[src/rtl/key_event_pkg.sv]
// Shared types and default timing for the key_event button front end.
package key_event_pkg;

    localparam logic [1:0] IDLE = 2'd0;
    localparam logic [1:0] HELD = 2'd1;
    localparam logic [1:0] LONG = 2'd2;

    localparam int unsigned LONG_MS_DEF   = 1000;
    localparam int unsigned REPEAT_MS_DEF = 200;

    typedef enum logic [1:0] {
        StIdle = IDLE,
        StHeld = HELD,
        StLong = LONG
    } key_state_e;

endpackage

[src/rtl/sync_2ff.sv]
// Two-flop synchronizer for asynchronous level inputs; resets to all zeros.
module sync_2ff #(
    parameter int unsigned WIDTH = 1
) (
    input  logic             clk,
    input  logic             rst_n,
    input  logic [WIDTH-1:0] d,
    output logic [WIDTH-1:0] q
);

    logic [WIDTH-1:0] meta;

    always_ff @(posedge clk or negedge rst_n) begin
        if (!rst_n) begin
            meta <= '0;
            q    <= '0;
        end else begin
            meta <= d;
            q    <= meta;
        end
    end

endmodule

[src/rtl/key_event.sv]
// Turns a debounced button level into one-cycle press/release/long-press/repeat pulses.
// The release pulse is named release_evt because "release" is a reserved word.
module key_event
    import key_event_pkg::*;
#(
    parameter int unsigned LONG_MS   = LONG_MS_DEF,
    parameter int unsigned REPEAT_MS = REPEAT_MS_DEF,
    parameter int unsigned CNT_W     = 16
) (
    input  logic clk,
    input  logic rst_n,
    input  logic tick_1ms,
    input  logic btn_in,
    output logic press,
    output logic release_evt,
    output logic long_press,
    output logic repeat_evt,
    output logic held
);

    localparam logic [CNT_W-1:0] LONG_LAST = CNT_W'(LONG_MS - 1);
    localparam logic [CNT_W-1:0] REP_LAST  = CNT_W'(REPEAT_MS - 1);

    logic       btn_s, btn_d, rise, fall;
    key_state_e state_q, state_d;
    logic [CNT_W-1:0] cnt_q, cnt_d;
    logic press_d, release_d, long_d, repeat_d;

    sync_2ff #(
        .WIDTH (1)
    ) u_sync (
        .clk   (clk),
        .rst_n (rst_n),
        .d     (btn_in),
        .q     (btn_s)
    );

    assign rise = btn_s & ~btn_d;
    assign fall = ~btn_s & btn_d;

    always_comb begin
        state_d   = state_q;
        cnt_d     = cnt_q;
        press_d   = 1'b0;
        release_d = 1'b0;
        long_d    = 1'b0;
        repeat_d  = 1'b0;
        case (state_q)
            StIdle: begin
                cnt_d = '0;
                if (rise) begin
                    press_d = 1'b1;
                    state_d = StHeld;
                end
            end
            StHeld: begin
                // fall outranks a coincident tick
                if (fall) begin
                    release_d = 1'b1;
                    cnt_d     = '0;
                    state_d   = StIdle;
                end else if (tick_1ms) begin
                    if (cnt_q == LONG_LAST) begin
                        long_d  = 1'b1;
                        cnt_d   = '0;
                        state_d = StLong;
                    end else begin
                        cnt_d = cnt_q + CNT_W'(1);
                    end
                end
            end
            StLong: begin
                if (fall) begin
                    release_d = 1'b1;
                    cnt_d     = '0;
                    state_d   = StIdle;
                end else if (tick_1ms) begin
                    if (cnt_q == REP_LAST) begin
                        repeat_d = 1'b1;
                        cnt_d    = '0;
                    end else begin
                        cnt_d = cnt_q + CNT_W'(1);
                    end
                end
            end
            default: begin
                cnt_d   = '0;
                state_d = StIdle;
            end
        endcase
    end

    always_ff @(posedge clk or negedge rst_n) begin
        if (!rst_n) begin
            btn_d       <= 1'b0;
            state_q     <= StIdle;
            cnt_q       <= '0;
            press       <= 1'b0;
            release_evt <= 1'b0;
            long_press  <= 1'b0;
            repeat_evt  <= 1'b0;
        end else begin
            btn_d       <= btn_s;
            state_q     <= state_d;
            cnt_q       <= cnt_d;
            press       <= press_d;
            release_evt <= release_d;
            long_press  <= long_d;
            repeat_evt  <= repeat_d;
        end
    end

    assign held = (state_q != StIdle);

endmodule
[config.mk]
export PLATFORM = sky130hd
export DESIGN_NAME = key_event
export DESIGN_NICKNAME = d
export VERILOG_FILES = /design/src/rtl/key_event_pkg.sv /design/src/rtl/sync_2ff.sv /design/src/rtl/key_event.sv
export SDC_FILE = /design/constraint.sdc
export NUM_CORES = 1
export LEC_CHECK = 0
export CAP_MARGIN = 20
export CORE_ASPECT_RATIO = 1.25
export CORE_MARGIN = 5
export CORE_UTILIZATION = 51
export DETAILED_ROUTE_END_ITERATION = 10
export GPL_ROUTABILITY_DRIVEN = 0
export GPL_TIMING_DRIVEN = 0
export PLACE_DENSITY = 0.73
export SYNTH_ARGS = -nofsm -noshare
export SYNTH_HDL_FRONTEND = slang
export SYNTH_HIERARCHICAL = 1
export SYNTH_SLANG_ARGS = --single-unit
[constraint.sdc]
create_clock -name clk -period 1.88 [get_ports clk]
set_clock_uncertainty 0.2 [all_clocks]
set_input_delay 0.376 -clock clk [delete_from_list [all_inputs] [get_ports clk]]
set_output_delay 0.376 -clock clk [all_outputs]
set_load 0.01 [all_outputs]
==> metrics.txt, run 1 <==
outcome=finished with violations; violated checks=negative setup slack; I/O Buffers=8; Sink Count=25; maximum vdd ir drop=494 µV; crit path DAT=approximately 2.1 ns; vias in the first global route=a little over 1000; Max-cap violations=0; unique cell type count in the Yosys netlist=34; final core utilization=63.9%; DP Area=between 0.001 and 0.0015 mm²; final worst setup slack=-0.254 ns; die area=roughly 0.0036 mm²; power density over the cells=824 mW/mm²; Final Cell Area=around 0.0016 mm²; CTS Root Cell=clkbuf_4; syn_nets=around 140; half-perimeter wire length after placement=about 1800 µm; Max Root-Sink Buffers=2; most common cell after layout, fill and taps aside=dfrtp_1; CP required=1.89 ns; M1 WL=1070 µm; count of final setup violators=19; Post-Synthesis Cells=around 130; worst-skew pair later-pin latency=0.31 ns; global-route wire length before repair=~4400 µm; nature of the critical path startpoint=flip-flop; CTS buffer count=3; net switching power=a little over 0.0004 W; Syn Area/Cell=around 10 µm²; Max-slew headroom=between 60 and 70%; WL per Instance=about 14 µm; TritonRoute pass-1 iters=4; Worst-Margin Slew=between 0.5 and 0.6 ns; GRT overflow=0; post-route antenna net violation count=0; WS Path Type=flip-flop to flip-flop; # fillers=227; Leakage=a little under 0.7 nW; Hold Crit Class=flip-flop to flip-flop; top cells by area, synth=dfrtp_1 49%, xnor2_1 6.1%, nor2_1 5.0%, ha_1 3.9%, nand3_1 3.1%; clock power share=18.0%; final-report hold violation count=0; hold depth=0; Area growth syn-to-layout=21.0%; synth warn=6; worst path cell trace=or4_4 -> nor4_2 -> o22a_2 -> nor2_2 -> mux2_2; Worst-path clk slew=0.13 ns; slowest stage cell, crit path=or4_4; Die X=between 50 and 60 µm; share of cells above drive strength 1=a little over a fifth; core area=0.00243 mm²; endpoint class of the critical path=flip-flop; Inserted Diodes=0; Comb pwr share=a little over a third; Synth Register Bits=25; final worst-path cycle share=114%; Placement Setup Slack=-0.387 ns; max incr delay on CP=between 0.5 and 0.6 ns; vias per cell=5.56; Final Power=0.00128 W; H-tree depth=1; routed wl met2=1380 µm; top cell family by delay on the critical path=simple AND/OR/NAND/NOR gates; crit path max fanout=7; largest net degree at the start of global routing=26; register area share after synthesis=between 40% and 50%; GRT Total Usage=between 10% and 20%; drc violations=0; Synth top area share=between 40% and 50%; routed wl met3=roughly 110 µm; RSZ-0062 raised after global routing=true; synthesized area=between 0.001 and 0.0015 mm²; Slew Limit Fails=0; Reg power frac=between 40% and 50%; area leader, netlist=dfrtp_1; initial antenna violation count=0; CP Depth=5; Final Critical Period=2.13 ns; final WL=between 2000 and 3000 µm; Worst Path Buf+Inv=0; IO Pins=9; FF-to-FF path depth=5; highest metal used=met4; Internal=between 0.0008 and 0.0009 W; final net count=158; num rows=20; Starting Density=52.8%; hold buffers post-CTS=0; via count=slightly above 1000; most frequent cells in the layout=24 x dfrtp_1, 16 x nor2_1, 9 x xnor2_1; number of DRC markers in iteration 0=11; achievable frequency=0.469 GHz; chip height=about 66 µm; TritonCTS clock tree=yes; Sw Share=31.7%
-- metrics by stage --
step | setup TNS, ns | std cells | hold WS [ns]
floorplan | -1.91 | 128 | -0.120
global placement | -4.95 | 169 | 0.133
detailed placement | -6.77 | 169 | 0.138
CTS | -3.83 | 180 | 0.168
global route | -5.16 | 182 | 0.170
finish | -3.69 | 182 | 0.169
-- sequential cells by signal (all words and copies together), names as in the netlist --
name         cells
repeat_evt       1
btn_d            1
state_q          2
release_evt      1
long_press       1
u_sync/meta      1
u_sync/q         1
cnt_q           16
press            1
-- final cells by class --
type	instances	area, µm²	share of cell area [%]
Buffer	1	11.3	0.726
Clock buffer	4	26.3	1.69
Inverter	8	30.0	1.94
Multi-Input combinational cell	94	659	42.5
Sequential cell	25	627	40.4
Tap cell	33	41.3	2.66
Timing Repair Buffer	17	156	10.1
-- synthesized netlist by cell type --
| cell type | instances |
|---|---|
| and2b_1 | 1 |
| o21ai_0 | 6 |
| and3_1 | 4 |
| or4_1 | 1 |
| nand3_1 | 8 |
| and2_1 | 2 |
| buf_4 | 1 |
| and4bb_2 | 1 |
| xor2_1 | 1 |
| nand4_1 | 1 |
| nor3_1 | 4 |
| nand2_1 | 5 |
| a22o_1 | 4 |
| nor2_1 | 17 |
| mux2_2 | 1 |
| or4_4 | 1 |
| o2111ai_1 | 1 |
| o22ai_1 | 1 |
| o21ai_2 | 1 |
| or3_1 | 1 |
| nor4_1 | 4 |
| xnor2_1 | 9 |
| and4_1 | 1 |
| or2_4 | 1 |
| mux2i_1 | 1 |
| ha_1 | 4 |
| dfrtp_1 | 25 |
| o22a_2 | 1 |
| nor4_4 | 1 |
| o21bai_1 | 1 |
| a21oi_1 | 3 |
| inv_1 | 8 |
| nor2b_1 | 4 |
| nand2b_1 | 3 |
-- routing by layer --
layer / vias up / global-route usage [%]
met1: 497 / 18.4
met4: 0 / 6.85
met5: - / 0
li1: 487 / -
met3: 4 / 2.93
met2: 24 / 29.6
-- power by group through the flow --
| stage | Combinational, W | Clock (W) | Sequential, W |
|---|---|---|---|
| 2_1_floorplan | 0.000255 | 0 | 0.000606 |
| 3_3_place_gp | 0.000357 | 0 | 0.000605 |
| 3_5_place_dp | 0.000372 | 0 | 0.000609 |
| 4_1_cts | 0.000401 | 0.000243 | 0.000600 |
| 5_1_grt | 0.000498 | 0.000265 | 0.000604 |
| 6_report | 0.000449 | 0.000231 | 0.000599 |
-- kinds of logic after synthesis --
group | after synthesis | share of synthesized area, %
AOI/OAI and AO/OA | 18 | 9.46
buffers and inverters | 9 | 2.93
xor gates and xnor gates | 10 | 6.83
adders and majority gates | 4 | 3.90
muxes | 2 | 1.66
and+or+nand+nor | 60 | 26.4
DFF | 25 | 48.8
-- final timing paths --
check | start | to | slack [ns]
worst max-delay path | cnt_q[14]$_DFFE_PN0P_ | cnt_q[0]$_DFFE_PN0P_ | -0.25
worst min-delay path | u_sync/meta$_DFF_PN0_ | u_sync/q$_DFF_PN0_ | 0.17
worst max register to register | cnt_q[14]$_DFFE_PN0P_ | cnt_q[0]$_DFFE_PN0P_ | -0.25
worst min register to register | u_sync/meta$_DFF_PN0_ | u_sync/q$_DFF_PN0_ | 0.17
max in group asynchronous | rst_n | cnt_q[10]$_DFFE_PN0P_ | 0.77
min in group asynchronous | rst_n | cnt_q[3]$_DFFE_PN0P_ | 0.21
-- repair_timing --
| action | CTS | global route |
|---|---|---|
| setup buffers | 7 | 1 |
| setup endpoints to repair | 21 | 21 |
| pin swaps | 5 | 3 |
| resized for setup | 11 | 5 |
Power figures use the tool's default switching activity.
==> inputs of run 2 (changes only) <==
--- a/config.mk
+++ b/config.mk
@@ -8,12 +8,12 @@
 export CAP_MARGIN = 20
 export CORE_ASPECT_RATIO = 1.25
 export CORE_MARGIN = 5
-export CORE_UTILIZATION = 51
+export CORE_UTILIZATION = 52
 export DETAILED_ROUTE_END_ITERATION = 10
 export GPL_ROUTABILITY_DRIVEN = 0
 export GPL_TIMING_DRIVEN = 0
-export PLACE_DENSITY = 0.73
+export PLACE_DENSITY = 0.74
 export SYNTH_ARGS = -nofsm -noshare
 export SYNTH_HDL_FRONTEND = slang
-export SYNTH_HIERARCHICAL = 1
 export SYNTH_SLANG_ARGS = --single-unit
+export TNS_END_PERCENT = 100
==> run 2 against run 1 <==
The flow still finishes with violations (negative setup slack). Hold slack lost 0.0042 ns. Via count grew 19%. Critical path depth grew 2. Area after synthesis grew 5.9%. Setup slack gained 0.0018 ns. Cell count grew 8.2%. Count of clock-buffer cells in the layout is the same. Die area grew 3.2%. Utilization grew 4.4 points. Largest cell class unchanged.
==> metrics.txt, run 2 <==
Final Cell Area=0.00169 mm² (was 0.00155 mm²); area leader, netlist=dfrtp_1 (unchanged); Top Registers=cnt_q x16, state_q x2 (unchanged); WL per Instance=15.5 µm (was 14.3 µm); achievable frequency=0.469 GHz (about the same); RSZ-0062 raised after global routing=true (unchanged); synth warn=0 (was 6); most common cell after layout, fill and taps aside=dfrtp_1 (unchanged); core area=0.00248 mm² (was 0.00243 mm²); final worst setup slack=-0.253 ns (was -0.254 ns); die area=0.00374 mm² (was 0.00362 mm²); EDFF count, synth=0 (unchanged); drc violations=0 (unchanged); TritonCTS clock tree=yes (unchanged); CTS buffer count=3 (unchanged); Leakage=0.623 nW (was 0.679 nW); register area share after synthesis=46.1% (was 48.8%); slowest stage cell, crit path=or4_4 (unchanged); Hold Path Sink=u_sync.q$_DFF_PN0_ (was u_sync/q$_DFF_PN0_); top cell family by delay on the critical path=simple AND/OR/NAND/NOR gates (unchanged); CP required=1.90 ns (was 1.89 ns); Worst-Margin Slew=0.645 ns (was 0.571 ns); Worst Path Buf+Inv=2 (was 0); Syn Area/Cell=9.43 µm² (was 10.0 µm²); final WL=3060 µm (was 2590 µm); FF-to-FF setup slack=-0.25 ns (about the same); initial antenna violation count=0 (unchanged); largest net degree at the start of global routing=26 (unchanged); GRT Total Usage=17.8% (was 16.6%); endpoint class of the critical path=flip-flop (unchanged); worst-skew pair later-pin latency=0.32 ns (was 0.31 ns); max incr delay on CP=0.54 ns (was 0.55 ns); Max-cap violations=0 (unchanged); hold buffers post-CTS=0 (unchanged); cell mode on critical path=buf_4; num rows=20 (unchanged); synthesized area=0.00136 mm² (was 0.00128 mm²); Biggest register=cnt_q (unchanged); Die X=55.7 µm (was 54.9 µm); Hold Crit Start=u_sync.meta$_DFF_PN0_ (was u_sync/meta$_DFF_PN0_); WS Path Type=flip-flop to flip-flop (unchanged); CTS Root Cell=clkbuf_4 (unchanged); crit path max fanout=4 (was 7); Slew Limit Fails=0 (unchanged); most frequent cells in the layout=23 x dfrtp_1, 21 x nand2_1, 10 x inv_1, 10 x nor2_1, 8 x nand4_1 (was 24 x dfrtp_1, 16 x nor2_1, 9 x xnor2_1); Main synth FF type=dfrtp_1 (unchanged); hold depth=0 (unchanged); Post-Synthesis Cells=144 (was 128); worst flop-to-flop path endpoint=cnt_q[2]$_DFFE_PN0P_ (was cnt_q[0]$_DFFE_PN0P_); Max-slew headroom=56.9% (was 61.8%); Final Critical Period=2.13 ns (about the same); worst path cell trace=or4_4 -> nor4_4 -> buf_4 -> buf_4 -> o31ai_2 -> nand4b_1 -> o211ai_1 (was or4_4 -> nor4_2 -> o22a_2 -> nor2_2 -> mux2_2); power density over the cells=889 mW/mm² (was 824 mW/mm²); Area growth syn-to-layout=24.6% (was 21.0%); syn_nets=152 (was 136); Synth top area share=46.1% (was 48.8%); final-report hold violation count=0 (unchanged); FF-to-FF path depth=7 (was 5); count of final setup violators=19 (unchanged); unique cell type count in the Yosys netlist=36 (was 34); outcome=finished with violations (unchanged); Worst-path clk slew=0.13 ns (about the same); via count=1201 (was 1012); chip height=67.1 µm (was 66.1 µm); final core utilization=68.3% (was 63.9%); max reg flops=16 (unchanged); maximum vdd ir drop=735 µV (was 494 µV); Max Root-Sink Buffers=2 (unchanged); TritonRoute pass-1 iters=4 (unchanged); nature of the critical path startpoint=flip-flop (unchanged); post-route antenna net violation count=0 (unchanged); Post-synth ARST share=100% (unchanged); number of DRC markers in iteration 0=34 (was 11); GRT overflow=0 (unchanged); Starting Density=54.8% (was 52.8%); most frequent cell after synthesis=dfrtp_1 (unchanged); H-tree depth=1 (unchanged); Inserted Diodes=0 (unchanged); Post-synth top cells=25 x dfrtp_1, 23 x nand2_1, 11 x inv_1 (was 25 x dfrtp_1, 17 x nor2_1, 9 x xnor2_1); top cells by area, synth=dfrtp_1 46%, nand2_1 6.4%, ha_1 3.7%, nand4_1 3.7%, xor2_1 3.2% (was dfrtp_1 49%, xnor2_1 6.1%, nor2_1 5.0%, ha_1 3.9%, nand3_1 3.1%); half-perimeter wire length after placement=1970 µm (was 1800 µm); Reg-to-Reg Start=cnt_q[10]$_DFFE_PN0P_ (was cnt_q[14]$_DFFE_PN0P_); final net count=173 (was 158); Sink Count=25 (unchanged); I/O Buffers=8 (unchanged); share of cells above drive strength 1=26.8% (was 21.5%); violated checks=negative setup slack (unchanged); vias per cell=6.10 (was 5.56); final worst-path cycle share=113% (was 114%); vias in the first global route=1178 (was 1026); DP Area=0.00148 mm² (was 0.00141 mm²); crit path DAT=2.15 ns (was 2.14 ns); IO Pins=9 (unchanged); Synth Register Bits=25 (unchanged); Hold Crit Class=flip-flop to flip-flop (unchanged); global-route wire length before repair=5250 µm (was 4370 µm)
==> run 2: cell count changes after synthesis, sizes merged, moves of 4 or more <==
cell    delta
nand2     +18
xor2       +4
a21oi      +5
and3       -4
o211ai     +4
xnor2      -9
nor2b      -4
a31oi      +5
nor2       -7
nand4      +7
a22o       -4
==> run 2: logic make-up (layout without fill, tap and decap cells) <==
| group | Yosys count | after routing | share of synthesized area (%) |
|---|---|---|---|
| AOI/OAI and AO/OA | 33 | 33 | 17.4 |
| xor gates and xnor gates | 5 | 5 | 3.23 |
| adders and majority gates | 4 | 4 | 3.69 |
| buffers and inverters | 14 | 33 | 3.96 |
| DFF | 25 | 25 | 46.1 |
| muxes | 1 | 1 | 0.737 |
| and+or+nand+nor | 62 | 63 | 24.9 |
==> run 2: worst max path at each step <==
stage / startpoint / slack (ns) / cells past startpoint / end
floorplan: cnt_q[3]$_DFFE_PN0P_ / -0.16 / 5 / cnt_q[7]$_DFFE_PN0P_
global placement: cnt_q[3]$_DFFE_PN0P_ / -0.37 / 5 / cnt_q[7]$_DFFE_PN0P_
detailed placement: tick_1ms / -0.41 / 5 / cnt_q[8]$_DFFE_PN0P_
CTS: cnt_q[13]$_DFFE_PN0P_ / -0.35 / 6 / state_q[0]$_DFFE_PN0P_
global route: cnt_q[10]$_DFFE_PN0P_ / -0.34 / 6 / state_q[0]$_DFFE_PN0P_
finish: cnt_q[10]$_DFFE_PN0P_ / -0.25 / 7 / cnt_q[2]$_DFFE_PN0P_
==> run 2: cell type report <==
cell class / instances / area (µm²)
buffer: 2 / 11.3
clock buffer: 4 / 26.3
fill: 186 / 786
inverter: 11 / 41.3
multi-input combinational: 106 / 801
sequential: 25 / 628
tap: 33 / 41.3
timing repair buffer: 16 / 143
==> run 2: per-stage QoR <==
step | setup WS, ns | setup TNS [ns] | power (W) | std cells | hold slack [ns]
5_1_grt | -0.345 | -4.94 | 0.00160 | 197 | 0.195
2_1_floorplan | -0.158 | -2.23 | 0.000962 | 144 | -0.120
3_5_place_dp | -0.412 | -6.90 | 0.00111 | 185 | 0.139
3_3_place_gp | -0.365 | -5.66 | 0.00109 | 185 | 0.135
6_report | -0.253 | -3.60 | 0.00150 | 197 | 0.164
4_1_cts | -0.346 | -5.28 | 0.00143 | 193 | 0.168
==> run 2: power by group <==
part	switching [W]	internal, W
clock	0.000156	0.0000832
sequential	0.0000330	0.000579
combinational	0.000415	0.000237
==> run 2: repair_timing <==
item	4_1_cts	5_1_grt
setup endpoints to repair	20	21
resized for setup	15	16
cloned	1	0
setup buffers	4	3
pin swaps	24	13
==> run 2: layer usage <==
metal | routed length (µm) | track usage (%) | up-vias
met5 | 0 | 0 | -
met4 | 57 | 8.51 | 0
met3 | 174 | 2.33 | 7
met2 | 1620 | 32.5 | 45
met1 | 1210 | 20.6 | 584
li1 | - | - | 565
